### src/rtl/dbg_ctl_mbp_if.sv
// dbg_ctl_mbp_if: host debug link and pipeline signals of the multi-breakpoint
// debug controller, bundled so the controller and its environment share one port.
interface dbg_ctl_mbp_if;
    logic [31:0] inst_pc_value;
    logic        inst_in_delayslot;
    logic [31:0] new_pc_value;
    logic        flush;
    logic        debug_stall;
    logic [4:0]  main_reg_addr;
    logic [4:0]  cp0_reg_addr;
    logic [31:0] main_reg_value;
    logic [31:0] cp0_reg_value;
    logic [63:0] hilo_reg_value;
    logic [31:0] pc_reg_value;
    logic        pc_reset;
    logic        debugger_mem_read;
    logic [31:0] debugger_mem_addr;
    logic [31:0] debugger_mem_data;
    logic [7:0]  host_cmd;
    logic [31:0] host_param;
    logic        host_cmd_en;
    logic [31:0] host_result;

    // Controller side: consumes pipeline state and host commands.
    modport slave (
        input  inst_pc_value, inst_in_delayslot, main_reg_value, cp0_reg_value,
               hilo_reg_value, pc_reg_value, debugger_mem_data,
               host_cmd, host_param, host_cmd_en,
        output new_pc_value, flush, debug_stall, main_reg_addr, cp0_reg_addr,
               pc_reset, debugger_mem_read, debugger_mem_addr, host_result
    );

    // Environment side: pipeline plus host link.
    modport master (
        output inst_pc_value, inst_in_delayslot, main_reg_value, cp0_reg_value,
               hilo_reg_value, pc_reg_value, debugger_mem_data,
               host_cmd, host_param, host_cmd_en,
        input  new_pc_value, flush, debug_stall, main_reg_addr, cp0_reg_addr,
               pc_reset, debugger_mem_read, debugger_mem_addr, host_result
    );
endinterface

### src/rtl/dbg_ctl_mbp.sv
// dbg_ctl_mbp: multi-breakpoint debug controller with counted single-step.
// Optional feature macro DBG_CYCLE_CNT_EN adds a free-running unstalled-cycle
// counter readable with command 0x0f and clearable with command 0x10.
module dbg_ctl_mbp #(
    parameter int NUM_BP       = 4,
    parameter int STEP_W       = 16,
    parameter int DRAIN_CYCLES = 1
) (
    input logic          clk,
    input logic          rst,
    dbg_ctl_mbp_if.slave dbg
);
    localparam int DW = $clog2(DRAIN_CYCLES + 1);

    typedef enum logic [2:0] {
        S_RUN       = 3'd0,
        S_TRIGGER   = 3'd1,
        S_DRAIN     = 3'd2,
        S_STOPPED   = 3'd3,
        S_STEP      = 3'd4,
        S_STEP_DONE = 3'd5
    } state_t;

    state_t              r_state, w_nextState;
    logic [2:0]          r_reason;
    logic [7:0]          r_hitIdx;
    logic [STEP_W-1:0]   r_stepCnt, r_stepParam;
    logic [31:0]         r_lastPc;
    logic [DW-1:0]       r_drainCnt;
    logic                r_stopReq, r_contReq, r_stepReq;
    logic [31:0]         r_hostResult;
    logic                r_pcReset;
    logic [NUM_BP-1:0]   r_bpEn;
    logic [3:0]          r_sel;
    logic [31:0]         r_bpAddr [NUM_BP];

    logic                w_bpHit, w_stepTrig, w_abort;
    logic [7:0]          w_hitIdx;
    logic                w_setReason, w_latchHit, w_stepDec, w_loadStep;
    logic [2:0]          w_newReason;
    logic [31:0]         w_result;
    logic                w_flush, w_stall;

`ifdef DBG_CYCLE_CNT_EN
    logic [31:0]         r_cycleCnt;
`endif

    assign dbg.new_pc_value      = dbg.inst_pc_value;
    assign dbg.main_reg_addr     = dbg.host_param[4:0];
    assign dbg.cp0_reg_addr      = dbg.host_param[4:0];
    assign dbg.debugger_mem_addr = dbg.host_param;
    assign dbg.debugger_mem_read = dbg.host_cmd_en && (dbg.host_cmd == 8'h8c);
    assign dbg.host_result       = r_hostResult;
    assign dbg.pc_reset          = r_pcReset;
    assign dbg.flush             = w_flush;
    assign dbg.debug_stall       = w_stall;

    // Breakpoint match; scanning downward leaves the lowest matching slot in w_hitIdx.
    always_comb begin
        w_bpHit  = 1'b0;
        w_hitIdx = 8'd0;
        for (int i = NUM_BP - 1; i >= 0; i--) begin
            if (r_bpEn[i] && (r_bpAddr[i] == dbg.inst_pc_value)) begin
                w_bpHit  = 1'b1;
                w_hitIdx = 8'(i);
            end
        end
    end

    assign w_stepTrig = (dbg.inst_pc_value != 32'd0) && (dbg.inst_pc_value != r_lastPc)
                        && !dbg.inst_in_delayslot;
    assign w_abort    = w_bpHit || r_stopReq;

    // State register.
    always_ff @(posedge clk or posedge rst) begin
        if (rst) r_state <= S_RUN;
        else     r_state <= w_nextState;
    end

    // Next-state decision plus the side effects each transition carries.
    always_comb begin
        w_nextState = r_state;
        w_setReason = 1'b0;
        w_newReason = 3'd0;
        w_latchHit  = 1'b0;
        w_stepDec   = 1'b0;
        w_loadStep  = 1'b0;
        case (r_state)
            S_RUN: begin
                if (w_abort) begin
                    w_nextState = S_TRIGGER;
                    w_setReason = 1'b1;
                    w_newReason = w_bpHit ? 3'd2 : 3'd1;
                    w_latchHit  = 1'b1;
                end
            end
            S_TRIGGER:   w_nextState = S_DRAIN;
            S_DRAIN: begin
                if (r_drainCnt == DW'(DRAIN_CYCLES - 1)) w_nextState = S_STOPPED;
            end
            S_STOPPED: begin
                if (r_contReq) begin
                    w_nextState = S_RUN;
                    w_setReason = 1'b1;
                    w_newReason = 3'd0;
                end else if (r_stepReq) begin
                    w_nextState = S_STEP;
                    w_loadStep  = 1'b1;
                end
            end
            S_STEP: begin
                if (w_abort) begin
                    w_nextState = S_TRIGGER;
                    w_setReason = 1'b1;
                    w_newReason = w_bpHit ? 3'd2 : 3'd1;
                    w_latchHit  = 1'b1;
                end else if (w_stepTrig) begin
                    if (r_stepCnt == STEP_W'(1)) begin
                        w_nextState = S_STEP_DONE;
                        w_setReason = 1'b1;
                        w_newReason = 3'd3;
                    end else begin
                        w_stepDec = 1'b1;
                    end
                end
            end
            S_STEP_DONE: w_nextState = S_DRAIN;
            default:     w_nextState = S_RUN;
        endcase
    end

    // Pipeline controls: flush only on the cycle a halt is taken, stall while halted.
    always_comb begin
        w_flush = 1'b0;
        w_stall = 1'b0;
        case (r_state)
            S_RUN:       w_flush = w_abort;
            S_STEP:      w_flush = w_abort || (w_stepTrig && (r_stepCnt == STEP_W'(1)));
            S_TRIGGER,
            S_DRAIN,
            S_STOPPED,
            S_STEP_DONE: w_stall = 1'b1;
            default: begin
                w_flush = 1'b0;
                w_stall = 1'b0;
            end
        endcase
    end

    // Halt bookkeeping: reason, hit slot, step counter, last stepped PC, drain timer.
    always_ff @(posedge clk or posedge rst) begin
        if (rst) begin
            r_reason   <= 3'd0;
            r_hitIdx   <= 8'd0;
            r_stepCnt  <= '0;
            r_lastPc   <= 32'd0;
            r_drainCnt <= '0;
        end else begin
            if (w_setReason) r_reason <= w_newReason;
            if (w_latchHit)  r_hitIdx <= w_hitIdx;
            if (w_loadStep) begin
                r_stepCnt <= (r_stepParam == '0) ? STEP_W'(1) : r_stepParam;
                r_lastPc  <= dbg.pc_reg_value;
            end else if (w_stepDec) begin
                r_stepCnt <= r_stepCnt - STEP_W'(1);
                r_lastPc  <= dbg.inst_pc_value;
            end
            r_drainCnt <= (r_state == S_DRAIN) ? r_drainCnt + DW'(1) : '0;
        end
    end

    // Read-data selection for the command presented this cycle.
    always_comb begin
        w_result = 32'd0;
        case (dbg.host_cmd)
            8'h86: w_result = dbg.main_reg_value;
            8'h87: w_result = dbg.cp0_reg_value;
            8'h08: w_result = dbg.hilo_reg_value[63:32];
            8'h09: w_result = dbg.hilo_reg_value[31:0];
            8'h0a: w_result = dbg.pc_reg_value;
            8'h8c: w_result = dbg.debugger_mem_data;
            8'h0e: w_result = {16'd0, r_hitIdx, r_reason, 2'b00, r_state};
`ifdef DBG_CYCLE_CNT_EN
            8'h0f: w_result = r_cycleCnt;
`endif
            default: w_result = 32'd0;
        endcase
    end

    // Registered command decode: control requests, result, PC reset and slot setup.
    always_ff @(posedge clk or posedge rst) begin
        if (rst) begin
            r_stopReq    <= 1'b0;
            r_contReq    <= 1'b0;
            r_stepReq    <= 1'b0;
            r_stepParam  <= '0;
            r_hostResult <= 32'd0;
            r_pcReset    <= 1'b0;
            r_bpEn       <= '0;
            r_sel        <= 4'd0;
            for (int i = 0; i < NUM_BP; i++) r_bpAddr[i] <= 32'hffff_ffff;
        end else begin
            r_stopReq    <= dbg.host_cmd_en && (dbg.host_cmd == 8'h01);
            r_contReq    <= dbg.host_cmd_en && (dbg.host_cmd == 8'h02);
            r_stepReq    <= dbg.host_cmd_en && (dbg.host_cmd == 8'h0d);
            r_pcReset    <= dbg.host_cmd_en && (dbg.host_cmd == 8'h0b);
            r_hostResult <= dbg.host_cmd_en ? w_result : 32'd0;
            if (dbg.host_cmd_en) begin
                case (dbg.host_cmd)
                    8'h03: r_bpEn <= dbg.host_param[NUM_BP-1:0];
                    8'h04: if ({28'd0, dbg.host_param[3:0]} < 32'(NUM_BP))
                               r_sel <= dbg.host_param[3:0];
                    8'h85: for (int i = 0; i < NUM_BP; i++)
                               if (r_sel == 4'(i)) r_bpAddr[i] <= dbg.host_param;
                    8'h0d: r_stepParam <= dbg.host_param[STEP_W-1:0];
                    default: ;
                endcase
            end
        end
    end

`ifdef DBG_CYCLE_CNT_EN
    // Unstalled-cycle counter; a clear command wins over the increment.
    always_ff @(posedge clk or posedge rst) begin
        if (rst)                                              r_cycleCnt <= 32'd0;
        else if (dbg.host_cmd_en && (dbg.host_cmd == 8'h10))  r_cycleCnt <= 32'd0;
        else if (!w_stall)                                    r_cycleCnt <= r_cycleCnt + 32'd1;
    end
`endif
endmodule
### src/flat_wrapper.sv
// flat-port wrapper written by rule: the top's interface ports become plain ports
module dbg_ctl_mbp_flat 
#(
    parameter int NUM_BP       = 4,
    parameter int STEP_W       = 16,
    parameter int DRAIN_CYCLES = 1
)
  (clk, rst, dbg_inst_pc_value, dbg_inst_in_delayslot, dbg_main_reg_value, dbg_cp0_reg_value, dbg_hilo_reg_value, dbg_pc_reg_value, dbg_debugger_mem_data, dbg_host_cmd, dbg_host_param, dbg_host_cmd_en, dbg_new_pc_value, dbg_flush, dbg_debug_stall, dbg_main_reg_addr, dbg_cp0_reg_addr, dbg_pc_reset, dbg_debugger_mem_read, dbg_debugger_mem_addr, dbg_host_result);
  dbg_ctl_mbp_if dbg_i ();
  input logic clk;
  input logic rst;
  input wire logic [$bits(dbg_i.inst_pc_value)-1:0] dbg_inst_pc_value;
  input wire logic [$bits(dbg_i.inst_in_delayslot)-1:0] dbg_inst_in_delayslot;
  input wire logic [$bits(dbg_i.main_reg_value)-1:0] dbg_main_reg_value;
  input wire logic [$bits(dbg_i.cp0_reg_value)-1:0] dbg_cp0_reg_value;
  input wire logic [$bits(dbg_i.hilo_reg_value)-1:0] dbg_hilo_reg_value;
  input wire logic [$bits(dbg_i.pc_reg_value)-1:0] dbg_pc_reg_value;
  input wire logic [$bits(dbg_i.debugger_mem_data)-1:0] dbg_debugger_mem_data;
  input wire logic [$bits(dbg_i.host_cmd)-1:0] dbg_host_cmd;
  input wire logic [$bits(dbg_i.host_param)-1:0] dbg_host_param;
  input wire logic [$bits(dbg_i.host_cmd_en)-1:0] dbg_host_cmd_en;
  output wire logic [$bits(dbg_i.new_pc_value)-1:0] dbg_new_pc_value;
  output wire logic [$bits(dbg_i.flush)-1:0] dbg_flush;
  output wire logic [$bits(dbg_i.debug_stall)-1:0] dbg_debug_stall;
  output wire logic [$bits(dbg_i.main_reg_addr)-1:0] dbg_main_reg_addr;
  output wire logic [$bits(dbg_i.cp0_reg_addr)-1:0] dbg_cp0_reg_addr;
  output wire logic [$bits(dbg_i.pc_reset)-1:0] dbg_pc_reset;
  output wire logic [$bits(dbg_i.debugger_mem_read)-1:0] dbg_debugger_mem_read;
  output wire logic [$bits(dbg_i.debugger_mem_addr)-1:0] dbg_debugger_mem_addr;
  output wire logic [$bits(dbg_i.host_result)-1:0] dbg_host_result;
  assign dbg_i.inst_pc_value = dbg_inst_pc_value;
  assign dbg_i.inst_in_delayslot = dbg_inst_in_delayslot;
  assign dbg_i.main_reg_value = dbg_main_reg_value;
  assign dbg_i.cp0_reg_value = dbg_cp0_reg_value;
  assign dbg_i.hilo_reg_value = dbg_hilo_reg_value;
  assign dbg_i.pc_reg_value = dbg_pc_reg_value;
  assign dbg_i.debugger_mem_data = dbg_debugger_mem_data;
  assign dbg_i.host_cmd = dbg_host_cmd;
  assign dbg_i.host_param = dbg_host_param;
  assign dbg_i.host_cmd_en = dbg_host_cmd_en;
  assign dbg_new_pc_value = dbg_i.new_pc_value;
  assign dbg_flush = dbg_i.flush;
  assign dbg_debug_stall = dbg_i.debug_stall;
  assign dbg_main_reg_addr = dbg_i.main_reg_addr;
  assign dbg_cp0_reg_addr = dbg_i.cp0_reg_addr;
  assign dbg_pc_reset = dbg_i.pc_reset;
  assign dbg_debugger_mem_read = dbg_i.debugger_mem_read;
  assign dbg_debugger_mem_addr = dbg_i.debugger_mem_addr;
  assign dbg_host_result = dbg_i.host_result;
  dbg_ctl_mbp #(.NUM_BP(NUM_BP), .STEP_W(STEP_W), .DRAIN_CYCLES(DRAIN_CYCLES)) u_core (.clk(clk), .rst(rst), .dbg(dbg_i));
endmodule
### config.mk
export PLATFORM = sky130hd
export DESIGN_NAME = dbg_ctl_mbp_flat
export DESIGN_NICKNAME = d
export VERILOG_FILES = /design/src/rtl/dbg_ctl_mbp_if.sv /design/src/rtl/dbg_ctl_mbp.sv /design/src/flat_wrapper.sv
export SDC_FILE = /design/constraint.sdc
export NUM_CORES = 1
export LEC_CHECK = 0
export CELL_PAD_IN_SITES_DETAIL_PLACEMENT = 0
export CELL_PAD_IN_SITES_GLOBAL_PLACEMENT = 1
export CORE_AREA = 4 4 191 193
export CTS_CLUSTER_SIZE = 20
export DETAILED_ROUTE_END_ITERATION = 10
export DIE_AREA = 0 0 195 197
export GPL_TIMING_DRIVEN = 0
export HOLD_SLACK_MARGIN = 0.15
export MAX_ROUTING_LAYER = met4
export PLACE_DENSITY_LB_ADDON = 0.3
export SLEW_MARGIN = 10
export SYNTH_ARGS = -nofsm -noshare
export SYNTH_HDL_FRONTEND = slang
export SYNTH_SLANG_ARGS = --single-unit
export TNS_END_PERCENT = 30
### constraint.sdc
create_clock -name clk -period 19.1 [get_ports clk]
set_input_delay 4.775 -clock clk [delete_from_list [all_inputs] [get_ports clk]]
set_output_delay 4.775 -clock clk [all_outputs]
set_load 0.005 [all_outputs]
Word level (Yosys, flattened, before mapping)
Index checks and enable logic that the tools add are counted.

word-level totals
  bits in registers = 251
  logic and storage cells = 131
  output and inout port bits = 110

cells by class
  reduce and logical (&&, ||, !) cells = 31
  add/sub/neg operators = 2
  mux-type cells = 46
  order comparisons = 1
  eq/ne operators = 33

operator list
  kind                                                                   number
  32-bit case mux with 7 select lines                                    1
  32-bit == test                                                         4
  32-bit two-way mux                                                     3
  8-bit by 4-bit == test with 1-bit output (second input constant)       6
  16-bit two-way mux                                                     3
  8-bit == test (second input constant)                                  4
  32-bit != test                                                         1
  32-bit nonzero test                                                    1
  3-bit two-way mux                                                      10
  1-bit two-way mux                                                      19
  16-bit by 1-bit == test with 1-bit output (second input constant)      1
  8-bit by 2-bit == test with 1-bit output (second input constant)       2
  16-bit logical NOT                                                     1
  16-bit by 1-bit subtractor with 16-bit output (second input constant)  1
  3-bit case mux with 5 select lines                                     1
  3-bit AND reduction                                                    5
  1-bit logical AND                                                      12
  2-bit two-way mux                                                      6
  3-bit by 1-bit != test with 1-bit output (second input constant)       3
  4-bit by 2-bit == test with 1-bit output (second input constant)       2
  8-bit by 1-bit == test with 1-bit output (second input constant)       1
  8-bit by 3-bit == test with 1-bit output (second input constant)       1
  3-bit by 2-bit == test with 1-bit output (second input constant)       2
  3-bit == test (second input constant)                                  2
  18 further kinds                                                       21

Logic depth before layout (Yosys ltp)
  depth in word-level cells = 11
  depth in mapped cells = 11
  gate-level depth less buffers = 8

Worst setup path before layout
Ideal clock, no wire load.

  kind = input -> output
  start = input port dbg_inst_pc_value[24]
  end = output port dbg_flush
  required time = 14325 ps
  path slack = 7854 ps
  data arrival time = 6471 ps
  cell stages on the path = 8
  cells stage by stage = buf_6 > xnor2_2 > nand3_1 > or4_1 > or4_4 > nand2_4 > nor2_1 > a21oi_1

between the ends
  longest elaborated chain between the ends = 9
  elaborated cells on any way between the ends = 20

ends and longest elaborated chain
  item                                  RTL line            source
  start, declared                       flat_wrapper.sv:12  input wire logic [$bits(dbg_i.inst_pc_value)-1:0] dbg_inst_pc_value;
  32-bit == test                        dbg_ctl_mbp.sv:63   if (r_bpEn[i] && (r_bpAddr[i] == dbg.inst_pc_value)) begin
  1-bit logical AND                     dbg_ctl_mbp.sv:63
  1-bit two-way mux (4 in series)       dbg_ctl_mbp.sv:63
  1-bit logical OR                      dbg_ctl_mbp.sv:72   assign w_abort = w_bpHit || r_stopReq;
  1-bit logical OR                      dbg_ctl_mbp.sv:138  S_STEP: w_flush = w_abort || (w_stepTrig && (r_stepCnt == STEP_W'(1)));
  1-bit case mux with 2 select lines *  dbg_ctl_mbp.sv:136  case (r_state)
  end, declared                         flat_wrapper.sv:23  output wire logic [$bits(dbg_i.flush)-1:0] dbg_flush;

Mark *: on every way between the ends. The rest lies on a longest branch, timed or not.

Final worst setup path
  start = input port dbg_host_cmd[5]
  end = output port dbg_debugger_mem_read

between the ends
  longest elaborated chain between the ends = 2

ends and longest elaborated chain
  item               RTL line            source
  start, declared    flat_wrapper.sv:19  input wire logic [$bits(dbg_i.host_cmd)-1:0] dbg_host_cmd;
  8-bit == test      dbg_ctl_mbp.sv:52   assign dbg.debugger_mem_read = dbg.host_cmd_en && (dbg.host_cmd == 8'h8c);
  1-bit logical AND  dbg_ctl_mbp.sv:52
  end, declared      flat_wrapper.sv:28  output wire logic [$bits(dbg_i.debugger_mem_read)-1:0] dbg_debugger_mem_read;

No other way between the ends.

==> results_dict.tcl <==
set metrics [dict create \
    outcome "complete, no violations" \
    critPathBufInv 3 \
    num_vias 11800 \
    place_congestion 0.922 \
    drv_cap 0 \
    die_area_um2 38400 \
    vdd_drop_max_uv 80.9 \
    syn_area_um2 13800 \
    clk_pin_slew_worst_paths_ns 0.06 \
    rr_startpoint "u_core.r_bpAddr[120]" \
    place_ws_ns 6.54 \
    synth_top_area_share_pct 24.4 \
    multi_input_area_um2 6390 \
    syn_inst 1334 \
    grt_overflow_total 0 \
    yosysWarnings 0 \
    grt_max_degree 104 \
    drt-initial-drc-count 1093 \
    crit_path_max_incr_delay_ns 0.81 \
    cts-resized-gates 0 \
    synth_flop_cell "dfstp_2" \
    cpLargestDelayFamily "simple AND/OR/NAND/NOR gates" \
    required_ns 14.32 \
    grt_pass1_vias 12000 \
    grt_usage_pct 26.9 \
    drive_gt1_share_pct 24.4 \
    cts_hold_buf 0 \
    ctsLongestPathBuffers 3 \
    worstSetupPathType "in2out" \
    min_from "u_core.r_drainCnt" \
    die_w_um 195 \
    period_share_pct 66.4 \
    antenna_found_initial 0 \
    finalPower_uw 1440 \
    yosys-top-cells-area "dfstp_2 (24%), dfrtp_1 (21%), mux2_2 (8.9%), xor2_1 (6.4%), buf_4 (5.7%)" \
    port_buffers 345 \
    synth_commonest_cells "nand2_1 (163), dfstp_2 (128), dfrtp_1 (116), mux2_2 (109), buf_4 (105)" \
    cts-root-buf "clkbuf_16" \
    finalWirelength_um 52500 \
    cts_tree "built" \
    r2r-end "u_core.r_lastPc[23]" \
    synth_cell_types 58 \
    crit_chain "clkdlybuf4s50_1, nor3_1, nand2_1, nor4_1, clkbuf_1, and2_1, clkdlybuf4s50_1" \
    slowest_stage "nor4_1" \
    async_flop_share_pct 100 \
    synth_edf_count 0 \
    timing.setup.tns_ns 0 \
    htreeDepth 1 \
    worst_pin_slew_ns 1.17 \
    whs_ns 0.455 \
    nets 1981 \
    hold_class "reg2reg" \
    syn_to_final_growth_pct 36.8 \
    timing.final.ws_setup_ns 6.42 \
    ant_nets 0 \
    postSynthAreaPerCell_um2 10.3 \
    worstSetupStartpoint "dbg_host_cmd[5]" \
    leakage_uw 0.00791 \
    coreArea_um2 34500 \
    numClockSinks 244 \
    routedWlPerCell_um 24.0 \
    min_period_ns 12.68 \
    min_to "u_core.r_drainCnt" \
    initial_utilization_pct 39.9 \
    finClkSkew_ns 0.0100 \
    hpwl_um 40400 \
    yosys.area.top_type "dfstp_2" \
    crit_top_cell "clkdlybuf4s50_1" \
    critPathCaptureType "output pin" \
    pin_count 378 \
    synth.most_common_cell "nand2_1" \
    die_y_um 197 \
    synth_seq_cells 244 \
    hold_violations 0 \
    rrSetupSlack_ns 15.71 \
    crit_fanout 10 \
    slew_headroom_pct 21.2 \
    rr_worst_depth 9 \
    drv_slew 0 \
    hold_depth 1 \
    setup_violations 0 \
    crit_arrival_ns 7.90 \
    p_per_area_nw_per_um2 76.4 \
    post_cts_buffers 0 \
    insertion_delay_ns 0.55 \
    ys_seq_area_share_pct 45.5 \
    crit_path_start_kind "input port" \
    seq_area_um2 6270 \
    drt-pass1-iter-count 6 \
    fill_cells 3203 \
    grt_pass1_wl_um 77100 \
    cts_made_buffers 28 \
    insertedDiodeCount 0 \
    drc 0 \
    rows 68 \
    post_drt_via_cell_ratio 5.39 \
    syn_nets 1604 \
    grt_setup_unrepaired "no" \
    fmax_ghz 0.0789 \
    fin_util_pct 54.6 \
]
==> metal layers <==
layer	GRT usage, %	share of wire, %	up-vias
met1	35.8	43	5870
met2	42.8	48	453
met5	-	0	-
met4	7.86	3.4	0
li1	-	-	5384
met3	4.36	6.3	92
==> sequential cells by signal (all words and copies together) (netlist names) <==
signal,count
u_core.r_lastPc,32
u_core.r_bpAddr,128
u_core.r_drainCnt,1
u_core.r_stepReq,1
u_core.r_contReq,1
u_core.r_stopReq,1
u_core.r_state,3
u_core.r_stepParam,16
u_core.r_sel,4
u_core.dbg.host_result,32
u_core.r_stepCnt,16
u_core.dbg.pc_reset,1
u_core.r_bpEn,4
u_core.r_reason,2
u_core.r_hitIdx,2
==> worst max path at each step <==
stage / end / slack [ns] / cells past startpoint
6_report: dbg_debugger_mem_read / 6.42 / 7
5_1_grt: dbg_debugger_mem_read / 6.34 / 7
4_1_cts: dbg_debugger_mem_read / 6.53 / 7
3_3_place_gp: u_core.dbg.host_result[27] / 4.21 / 2
3_5_place_dp: dbg_debugger_mem_read / 6.54 / 7
2_1_floorplan: u_core.dbg.host_result[0] / 7.84 / 1
==> cell type report <==
cell class                 count  share of cell area [%]
buffer                       169                    5.77
multi-input combinational    910                    33.9
clock buffer                  37                    4.22
sequential                   244                    33.2
clock inverter                15                    1.03
tap                          455                    3.02
timing repair buffer         347                    18.6
inverter                      11                   0.259
==> through the flow <==
step           instance area (um2)  cells
4_1_cts                      18900   2188
2_1_floorplan                13800   1334
3_5_place_dp                 17900   2136
5_1_grt                      18900   2188
6_report                     18900   2188
3_3_place_gp                 17800   2134
==> layout by cell type, fill, tap and decap left out, drive strengths merged, types with 20 or more instances in the layout <==
cell type / count
mux2i: 32
nor2: 62
a21oi: 94
clkbuf: 77
xor2: 100
dfrtp: 116
clkdlybuf4s50: 345
nand4: 20
xnor2: 58
o21ai: 42
nand2: 164
dfstp: 128
nor4: 41
mux2: 134
buf: 131
a222oi: 32
==> worst reg2reg max path: cells and delay by family (launching register included) <==
kind                      cells  cell delay (ns)
AOI/OAI and AO/OA             2             0.32
and+or+nand+nor               5             1.69
DFF                           1             0.53
buffers and inverters         1             0.48
xor gates and xnor gates      1             0.30
==> cells by family (layout without fill, tap and decap cells) <==
| logic type | Yosys count | after routing | synth area share [%] |
|---|---|---|---|
| AO/OA/AOI/OAI | 216 | 216 | 9.83 |
| XOR/XNOR | 158 | 158 | 10.1 |
| adder cells (fa/ha/maj) | 2 | 2 | 0.182 |
| buffers and inverters | 180 | 579 | 8.20 |
| flip-flops | 244 | 244 | 45.5 |
| multiplexers | 166 | 166 | 13.3 |
| AND/OR/NAND/NOR | 368 | 368 | 13.0 |
==> report_power, final <==
part / internal (uW) / switching, uW / total, uW
registers: 568 / 39.4 / 607
clock network: 348 / 229 / 577
logic: 140 / 117 / 257
total: 1060 / 385 / 1440
No activity file was read; power rests on OpenSTA's default activity.
